--- src/rtl/freddie_dram_bridge.sv ---
// freddie_dram_bridge: consumes the Freddie DRAM strobes (ras/cas/w/ba),
// rebuilds the 16-bit address from the row/column bytes, issues one-cycle
// read/write strobes to an on-chip RAM, counts RAS-only and CBR refresh
// cycles and flags protocol violations.
// Optional build macro FREDDIE_PAGE_MODE_EN: when defined, further CAS falls
// inside one RAS-low period are page-mode accesses; otherwise they are errors.
module freddie_dram_bridge #(
  parameter int SYNC_STAGES = 2,
  parameter int ROW_HIGH    = 0,
  parameter int REF_CNT_W   = 16
) (
  input  logic                 clk_in,
  input  logic                 rst,
  input  logic                 ras,
  input  logic                 cas,
  input  logic                 w,
  input  logic [7:0]           ba,
  output logic [15:0]          mem_addr,
  output logic                 mem_re,
  output logic                 mem_we,
  output logic [REF_CNT_W-1:0] refresh_cnt,
  output logic                 cbr_seen,
  output logic                 proto_err
);

  // Synchroniser depth outside 1..4 is not supported.
  if (SYNC_STAGES < 1 || SYNC_STAGES > 4) begin : g_bad_sync_stages
    $error("freddie_dram_bridge: SYNC_STAGES must be in 1..4");
  end

  // Bundle layout: {ras, cas, w, ba[7:0]}; strobes idle high, address idles 0.
  localparam logic [10:0] SYNC_RST = {3'b111, 8'h00};

  typedef enum logic [2:0] {
    IDLE     = 3'd0,
    ROW      = 3'd1,
    COL      = 3'd2,
    CBR      = 3'd3,
    CBR_WAIT = 3'd4
  } state_t;

  logic [10:0] sync_q [SYNC_STAGES];
  logic        ras_prev_q;
  logic        cas_prev_q;

  logic        ras_s;
  logic        cas_s;
  logic        w_s;
  logic [7:0]  ba_s;
  logic        ras_fall;
  logic        ras_rise;
  logic        cas_fall;
  logic        cas_rise;

  state_t                 state_q,       state_d;
  logic [7:0]             row_q,         row_d;
  logic                   accessed_q,    accessed_d;
  logic                   lock_q,        lock_d;
  logic [15:0]            mem_addr_q,    mem_addr_d;
  logic                   mem_re_q,      mem_re_d;
  logic                   mem_we_q,      mem_we_d;
  logic [REF_CNT_W-1:0]   refresh_cnt_q, refresh_cnt_d;
  logic                   cbr_seen_q,    cbr_seen_d;
  logic                   proto_err_q,   proto_err_d;

  logic                   do_access;
  logic [7:0]             access_row;

  // All four inputs share one pipeline so they stay mutually aligned.
  always_ff @(posedge clk_in) begin
    if (rst) begin
      for (int i = 0; i < SYNC_STAGES; i++) begin
        sync_q[i] <= SYNC_RST;
      end
    end else begin
      sync_q[0] <= {ras, cas, w, ba};
      for (int i = 1; i < SYNC_STAGES; i++) begin
        sync_q[i] <= sync_q[i-1];
      end
    end
  end

  assign ras_s = sync_q[SYNC_STAGES-1][10];
  assign cas_s = sync_q[SYNC_STAGES-1][9];
  assign w_s   = sync_q[SYNC_STAGES-1][8];
  assign ba_s  = sync_q[SYNC_STAGES-1][7:0];

  // Previous synced strobe levels; reset high so no edge fires right after reset.
  always_ff @(posedge clk_in) begin
    if (rst) begin
      ras_prev_q <= 1'b1;
      cas_prev_q <= 1'b1;
    end else begin
      ras_prev_q <= ras_s;
      cas_prev_q <= cas_s;
    end
  end

  assign ras_fall = ras_prev_q & ~ras_s;
  assign ras_rise = ~ras_prev_q & ras_s;
  assign cas_fall = cas_prev_q & ~cas_s;
  assign cas_rise = ~cas_prev_q & cas_s;

  // Next-state and output decode for the DRAM cycle tracker.
  always_comb begin
    state_d       = state_q;
    row_d         = row_q;
    accessed_d    = accessed_q;
    lock_d        = lock_q;
    mem_addr_d    = mem_addr_q;
    mem_re_d      = 1'b0;
    mem_we_d      = 1'b0;
    refresh_cnt_d = refresh_cnt_q;
    cbr_seen_d    = cbr_seen_q;
    proto_err_d   = proto_err_q;
    do_access     = 1'b0;
    access_row    = row_q;

    case (state_q)
      IDLE: begin
        accessed_d = 1'b0;
        lock_d     = 1'b0;
        if (ras_fall) begin
          // A simultaneous CAS fall is treated as RAS-first: access right away.
          row_d   = ba_s;
          state_d = ROW;
          if (cas_fall) begin
            access_row = ba_s;
            do_access  = 1'b1;
            accessed_d = 1'b1;
            state_d    = COL;
          end
        end else if (cas_fall) begin
          state_d = CBR;
        end
      end

      ROW: begin
        if (ras_rise) begin
          // Only a RAS pulse with no column access counts as RAS-only refresh.
          if (!accessed_q) begin
            refresh_cnt_d = refresh_cnt_q + REF_CNT_W'(1);
          end
          state_d = IDLE;
        end else if (cas_fall) begin
          state_d = COL;
          if (!accessed_q) begin
            do_access  = 1'b1;
            accessed_d = 1'b1;
          end else begin
`ifdef FREDDIE_PAGE_MODE_EN
            do_access = 1'b1;
`else
            proto_err_d = 1'b1;
            lock_d      = 1'b1;
`endif
          end
        end
      end

      COL: begin
        // RAS rise wins over a simultaneous CAS rise; lock pins us here after a bad page access.
        if (ras_rise) begin
          state_d = IDLE;
        end else if (cas_rise && !lock_q) begin
          state_d = ROW;
        end
      end

      CBR: begin
        if (ras_fall) begin
          refresh_cnt_d = refresh_cnt_q + REF_CNT_W'(1);
          cbr_seen_d    = 1'b1;
          state_d       = CBR_WAIT;
        end else if (cas_rise) begin
          proto_err_d = 1'b1;
          state_d     = IDLE;
        end
      end

      CBR_WAIT: begin
        if (ras_s && cas_s) begin
          state_d = IDLE;
        end
      end

      default: begin
        state_d = IDLE;
      end
    endcase

    if (do_access) begin
      mem_addr_d = (ROW_HIGH != 0) ? {access_row, ba_s} : {ba_s, access_row};
      mem_we_d   = ~w_s;
      mem_re_d   = w_s;
    end
  end

  // State and output registers.
  always_ff @(posedge clk_in) begin
    if (rst) begin
      state_q       <= IDLE;
      row_q         <= 8'h00;
      accessed_q    <= 1'b0;
      lock_q        <= 1'b0;
      mem_addr_q    <= 16'h0000;
      mem_re_q      <= 1'b0;
      mem_we_q      <= 1'b0;
      refresh_cnt_q <= '0;
      cbr_seen_q    <= 1'b0;
      proto_err_q   <= 1'b0;
    end else begin
      state_q       <= state_d;
      row_q         <= row_d;
      accessed_q    <= accessed_d;
      lock_q        <= lock_d;
      mem_addr_q    <= mem_addr_d;
      mem_re_q      <= mem_re_d;
      mem_we_q      <= mem_we_d;
      refresh_cnt_q <= refresh_cnt_d;
      cbr_seen_q    <= cbr_seen_d;
      proto_err_q   <= proto_err_d;
    end
  end

  assign mem_addr    = mem_addr_q;
  assign mem_re      = mem_re_q;
  assign mem_we      = mem_we_q;
  assign refresh_cnt = refresh_cnt_q;
  assign cbr_seen    = cbr_seen_q;
  assign proto_err   = proto_err_q;

endmodule
--- config.mk ---
export PLATFORM = sky130hd
export DESIGN_NAME = freddie_dram_bridge
export DESIGN_NICKNAME = d
export VERILOG_FILES = /design/src/rtl/freddie_dram_bridge.sv
export SDC_FILE = /design/constraint.sdc
export NUM_CORES = 1
export LEC_CHECK = 0
export ABC_AREA = 0
export BUFFER_PORTS_ARGS = -buffer_cell sky130_fd_sc_hd__buf_2
export CAP_MARGIN = 20
export CORE_AREA = 2 2 88 90
export CTS_CLUSTER_SIZE = 25
export DETAILED_ROUTE_END_ITERATION = 8
export DIE_AREA = 0 0 90 92
export PLACE_DENSITY = 0.71
export SLEW_MARGIN = 0
export SYNTH_ARGS = -nofsm -noshare
export SYNTH_HDL_FRONTEND = slang
export SYNTH_SLANG_ARGS = --single-unit
--- constraint.sdc ---
create_clock -name clk_in -period 1.85 [get_ports clk_in]
set_input_delay 0.0925 -clock clk_in [delete_from_list [all_inputs] [get_ports clk_in]]
set_output_delay 0.0925 -clock clk_in [all_outputs]
set_load 0.01 [all_outputs]
Word level (Yosys, flattened, before mapping)
Memory sizes are Yosys's and may differ from the RTL's.
Index checks and enable logic that the tools add are counted.
{"block": "classes", "n_mux": 39, "bitwise": 12, "addsub": 1, "reduce_logical": 14, "n_eq_ne": 17}
{"cell": "16-bit 2-to-1 mux", "n": 3}
{"cell": "16-bit case mux with 2 select lines", "n": 1}
{"cell": "3-bit 2-to-1 mux", "n": 9}
{"cell": "8-bit 2-to-1 mux", "n": 3}
{"cell": "11-bit 2-to-1 mux", "n": 2}
{"cell": "2-bit != test, second input constant", "n": 9}
{"cell": "16-bit by 1-bit adder with 16-bit output, second input constant", "n": 1}
{"cell": "1-bit 2-to-1 mux", "n": 15}
{"cell": "3-bit case mux with 5 select lines", "n": 1}
{"cell": "3-bit != test, second input constant", "n": 4}
{"cell": "1-bit case mux with 2 select lines", "n": 4}
{"cell": "4-bit AND reduction", "n": 2}
{"cell": "3-bit by 2-bit equality test with 1-bit output, second input constant", "n": 2}
{"cell": "1-bit inverter", "n": 6}
{"cell": "6-bit AND reduction", "n": 1}
{"cell": "5-bit AND reduction", "n": 1}
{"cell": "1-bit bitwise AND", "n": 4}
{"cell": "2-bit AND reduction", "n": 2}
{"cell": "2-bit nonzero test", "n": 2}
{"cell": "3-bit by 1-bit equality test with 1-bit output, second input constant", "n": 1}
{"cell": "3-bit equality test, second input constant", "n": 1}
{"cell": "3-bit zero test", "n": 1}
{"cell": "3-bit AND reduction", "n": 1}
{"cell": "1-bit logical AND", "n": 2}
{"cell": "4 further kinds", "n": 5}
{"block": "totals", "memories": 1, "ff_bits": 51, "ramBits": 22}
{"memory": "sync_q", "depth": 2, "word_bits": 11, "read_ports": 2, "rd_clocked_by_memory_dff": 0, "write_ports": 2, "line": "42", "rtl": "logic [10:0] sync_q [SYNC_STAGES];"}

Longest topological paths before layout
An unclocked memory read counts as a cell.
{"block": "depth", "depth_word": 8, "depth_mapped": 6, "ltp_nobuf": 5}

Worst setup path before layout
Ideal clock, no wire load.
{"block": "synth_timing", "path_kind": "flip-flop to flip-flop", "startpoint": "register ras_prev_q", "endpoint": "register mem_addr_q[13], in the netlist mem_addr[13]", "setup_slack_ns": 0.150, "arrival_time_ns": 1.572, "path_stages_with_launch": 7, "required_time_ns": 1.722, "cell_sequence": "dfxtp_1 > nand2b_2 > a31oi_2 > nor4_4 > buf_6 > mux2i_1 > nor2_1"}
{"block": "synth_via", "elab_chain_len": 4}
{"element": "start: declaration", "line": "43", "rtl": "logic ras_prev_q;"}
{"element": "start signal: assignment", "line": "94", "rtl": "ras_prev_q <= ras_s;"}
{"element": "1-bit inverter", "line": "100", "rtl": "assign ras_rise = ~ras_prev_q & ras_s;"}
{"element": "1-bit bitwise AND", "line": "100"}
{"element": "1-bit 2-to-1 mux", "line": "139", "rtl": "if (ras_rise) begin"}
{"element": "1-bit case mux with 2 select lines (*)", "line": "119", "rtl": "case (state_q)"}
{"element": "end signal: assignment", "line": "217", "rtl": "mem_addr_q <= mem_addr_d;"}
{"element": "end: declaration", "line": "59", "rtl": "logic [15:0] mem_addr_q, mem_addr_d;"}
Every way passes the cells marked *; elsewhere a longest branch is shown, timed or not.
A chain may end at the register's enable or synchronous reset.

==> impl_metrics.csv <==
group,metric,value,unit
grt,antenna_found_initial,0,
clock_network,cts_num_sinks,73,
die,fp.coreArea,7447,µm²
timing,fin_crit_sh,0.9429,
timing,finalClockSkew,12.47,ps
grt,grt_max_degree,41,
timing,setup_ws,105.6,ps
power_and_ir_drop,ir_worst_vdd,0.0003937,V
power_and_ir_drop,cellPowerDensity,939.6,nW/µm²
clock_network,clk_pin_slew,70,ps
hold_path,min_to,"refresh_cnt[3]$_SDFFE_PP0P_",
setup_path,r2r_setup_slack,110,ps
route,drt_iter0_drc,136,
die,start_util,0.3768,
clock_network,cts_tree,"yes",
timing,period_needed,1744,ps
final_layout,fillers,729,
setup_path,crit_path_end_kind,"flip-flop",
grt,grt_pass1_vias,1905,
final_layout,fin_area,3467,µm²
route,first_pass_iters,4,
clock_network,clock_latency,340,ps
yosys,yosysWarnings,0,
clock_network,cts_max_level,3,
timing,finalMaxSlewViolations,0,
yosys,synth.distinct_cells,45,
timing,whs,231.4,ps
setup_path,cp.required,2080,ps
clock_network,cts_setup_buffers,0,
place,numPortBuffers,48,
setup_path,cp-start-kind,"flip-flop",
timing,setup-tns-final,0,ps
yosys,synthesis.nets,289,
timing,fmax,0.5733,GHz
timing,slew-limit-headroom,0.6225,
timing,grt_setup_unrepaired,"no",
hold_path,hold_path_class,"input pin to flip-flop",
place,hpwlAfterDp,3.437,mm
route,totalWireLength,5.223,mm
route,ant_nets,0,
setup_path,critPathKind,"flip-flop to flip-flop",
route,wl_per_cell,11.76,µm
timing,setup_viol,0,
setup_path,arrival,1970,ps
clock_network,clockBufferDepth,2,
hold_path,hp-start,"rst",
grt,grt_first_pass_wirelength,8.873,mm
yosys,ys_ff_latch,73,
die,die-width,90,µm
route,viasPerCell,4.635,
yosys,synth.avg_cell_area,10.21,µm²
power_and_ir_drop,leakage,1.394,nW
hold_path,worstHoldPathCells,2,
die,row_count,32,
route,route.detailed.drc,0,
setup_path,crit_start,"sync_q[0][20]$_SDFF_PP1_",
die,boundaryPins,49,
setup_path,crit_fanout,5,
grt,grt_usage,0.1335,
place,postPlaceCellArea,3173,µm²
place,place.gp.congestion,0.8453,
final_layout,antenna_cells,0,
clock_network,cts-buffers-inserted,9,
yosys,synth-seq-area-share,0.5207,
final_layout,drive_gt1_frac,0.3099,
final_layout,syn2layout_area_growth,23.54,%
outcome,outcome,"finished clean",
yosys,netlist_area,2806,µm²
run,max-cap-violations,0,
route,num_vias,2058,
setup_path,r2r-end,"state_q[0]$_SDFFE_PP0P_",
yosys,syn_inst,275,
timing,worst_slew_pin_slew,566.2,ps
grt,grt-ovfl-total,0,
final_layout,fin_nets,351,
die,die_area,8280,µm²
setup_path,r2r_start,"sync_q[0][20]$_SDFF_PP1_",
place,dp_slack,85.09,ps
clock_network,cts_root_buf,"clkbuf_8",
setup_path,r2r_cells,5,
power_and_ir_drop,power,3.258,mW
die,fp.dieH,92,µm
timing,finalHoldViolations,0,
[how the worst max path moves through the flow]
stage                             endpoint  slack, ps
2_1_floorplan    mem_addr[13]$_SDFFE_PP0P_        150
3_3_place_gp     mem_addr[11]$_SDFFE_PP0P_        180
3_5_place_dp   refresh_cnt[7]$_SDFFE_PP0P_         90
4_1_cts            state_q[0]$_SDFFE_PP0P_         50
5_1_grt          mem_addr[11]$_SDFFE_PP0P_          7
6_report           state_q[0]$_SDFFE_PP0P_        110
[registers in the layout, indices dropped and copies added, names as in the netlist]
name / count
proto_err: 1
mem_re: 1
accessed_q: 1
sync_q: 22
refresh_cnt: 16
mem_addr: 16
mem_we: 1
cas_prev_q: 1
lock_q: 1
state_q: 3
row_q: 8
ras_prev_q: 1
cbr_seen: 1
[worst max-delay path: stages, from the launching register on]
cell,delay [ps]
dfxtp_1,380
nand2b_1,280
a2bb2oi_1,90
o311ai_0,460
nor2_1,160
o221a_2,270
[layout make-up]
type                    instances  area, µm²  area share
flip-flops and latches         73       1464      0.4222
clock inverters                 5      37.54     0.01083
well taps                     102      127.6     0.03681
inverters                      10      37.54     0.01083
multi-input cells             178       1239      0.3573
repair buffers                 65      420.4      0.1213
clock buffers                  11      141.4     0.04078
[per-stage QoR]
stage | util | cells
2_1_floorplan | - | 275
3_3_place_gp | 0.4261 | 417
3_5_place_dp | 0.4261 | 417
4_1_cts | 0.4649 | 444
5_1_grt | 0.4656 | 444
6_report | 0.4656 | 444
[Yosys cell counts, drive strengths merged]
cell type,instances,area [µm²]
a2111oi,1,8.760
a211oi,9,107.6
a21oi,7,35.03
a2bb2oi,1,8.760
a31oi,1,12.51
a41oi,1,8.760
and2,1,6.260
and2b,1,7.510
and3,2,12.51
and3b,1,8.760
and4,1,8.760
buf,5,37.53
clkbuf,9,33.78
dfxtp,73,1461
ha,1,12.51
inv,10,37.54
mux2i,18,180.2
nand2,8,30.03
nand2b,3,21.27
nand3,6,30.03
nand4,3,18.77
nor2,41,173.9
nor2b,21,131.4
nor3,8,40.04
nor3b,2,20.02
nor4,3,46.29
nor4b,1,23.77
o2111ai,1,15.01
o211ai,1,12.51
o21a,1,7.510
o21ai,4,20.02
o221a,1,11.26
o22ai,1,6.260
o311ai,1,8.760
o31ai,1,7.510
or2,8,50.05
or2b,1,7.510
or3,5,31.28
xnor2,12,105.1
[power breakdown]
part	total [mW]	internal, mW	switching (mW)	leakage [nW]
Clock	1.13	0.531	0.600	0.0863
Combinational	0.426	0.209	0.217	0.714
Sequential	1.70	1.63	0.0687	0.594
[metal layers]
| layer | vias up | global-route usage | wire (µm) |
|---|---|---|---|
| met2 | 50 | 0.2093 | 2353 |
| met1 | 950 | 0.1683 | 2538 |
| met5 | - | 0 | 0 |
| li1 | 1053 | - | - |
| met3 | 5 | 0.04437 | 244 |
| met4 | 0 | 0.05769 | 87 |
[cell families (layout without fill, tap and decap cells)]
group | Yosys count | count (layout) | synth area share
mux | 18 | 18 | 0.06420
compound gates | 31 | 31 | 0.09630
buf+inv | 24 | 91 | 0.03879
simple gates | 116 | 116 | 0.2381
xor+xnor | 12 | 12 | 0.03745
fa+ha+maj | 1 | 1 | 0.004458
flops | 73 | 73 | 0.5207
[placed cells by master, fill, tap and decap left out, types with 6 or more instances in the layout]
master	Yosys	layout
nor2_2	8	8
nor3_1	8	8
nand3_1	6	6
mux2i_1	18	18
xnor2_1	12	12
nor2_1	33	33
buf_2	3	48
nand2_1	8	8
nor2b_1	21	20
a211oi_2	8	8
a21oi_1	7	7
inv_1	10	10
dfxtp_1	73	71
or2_2	8	8
dlygate4sd3_1	0	11
clkbuf_8	0	10
[timing repair]
action | in CTS | in global routing
hold endpoints to repair | 11 | 0
hold buffers | 11 | 0
gates resized for setup | 0 | 3
setup endpoints to repair | 0 | 8
Note: power is estimated with default switching activity, not from simulation.
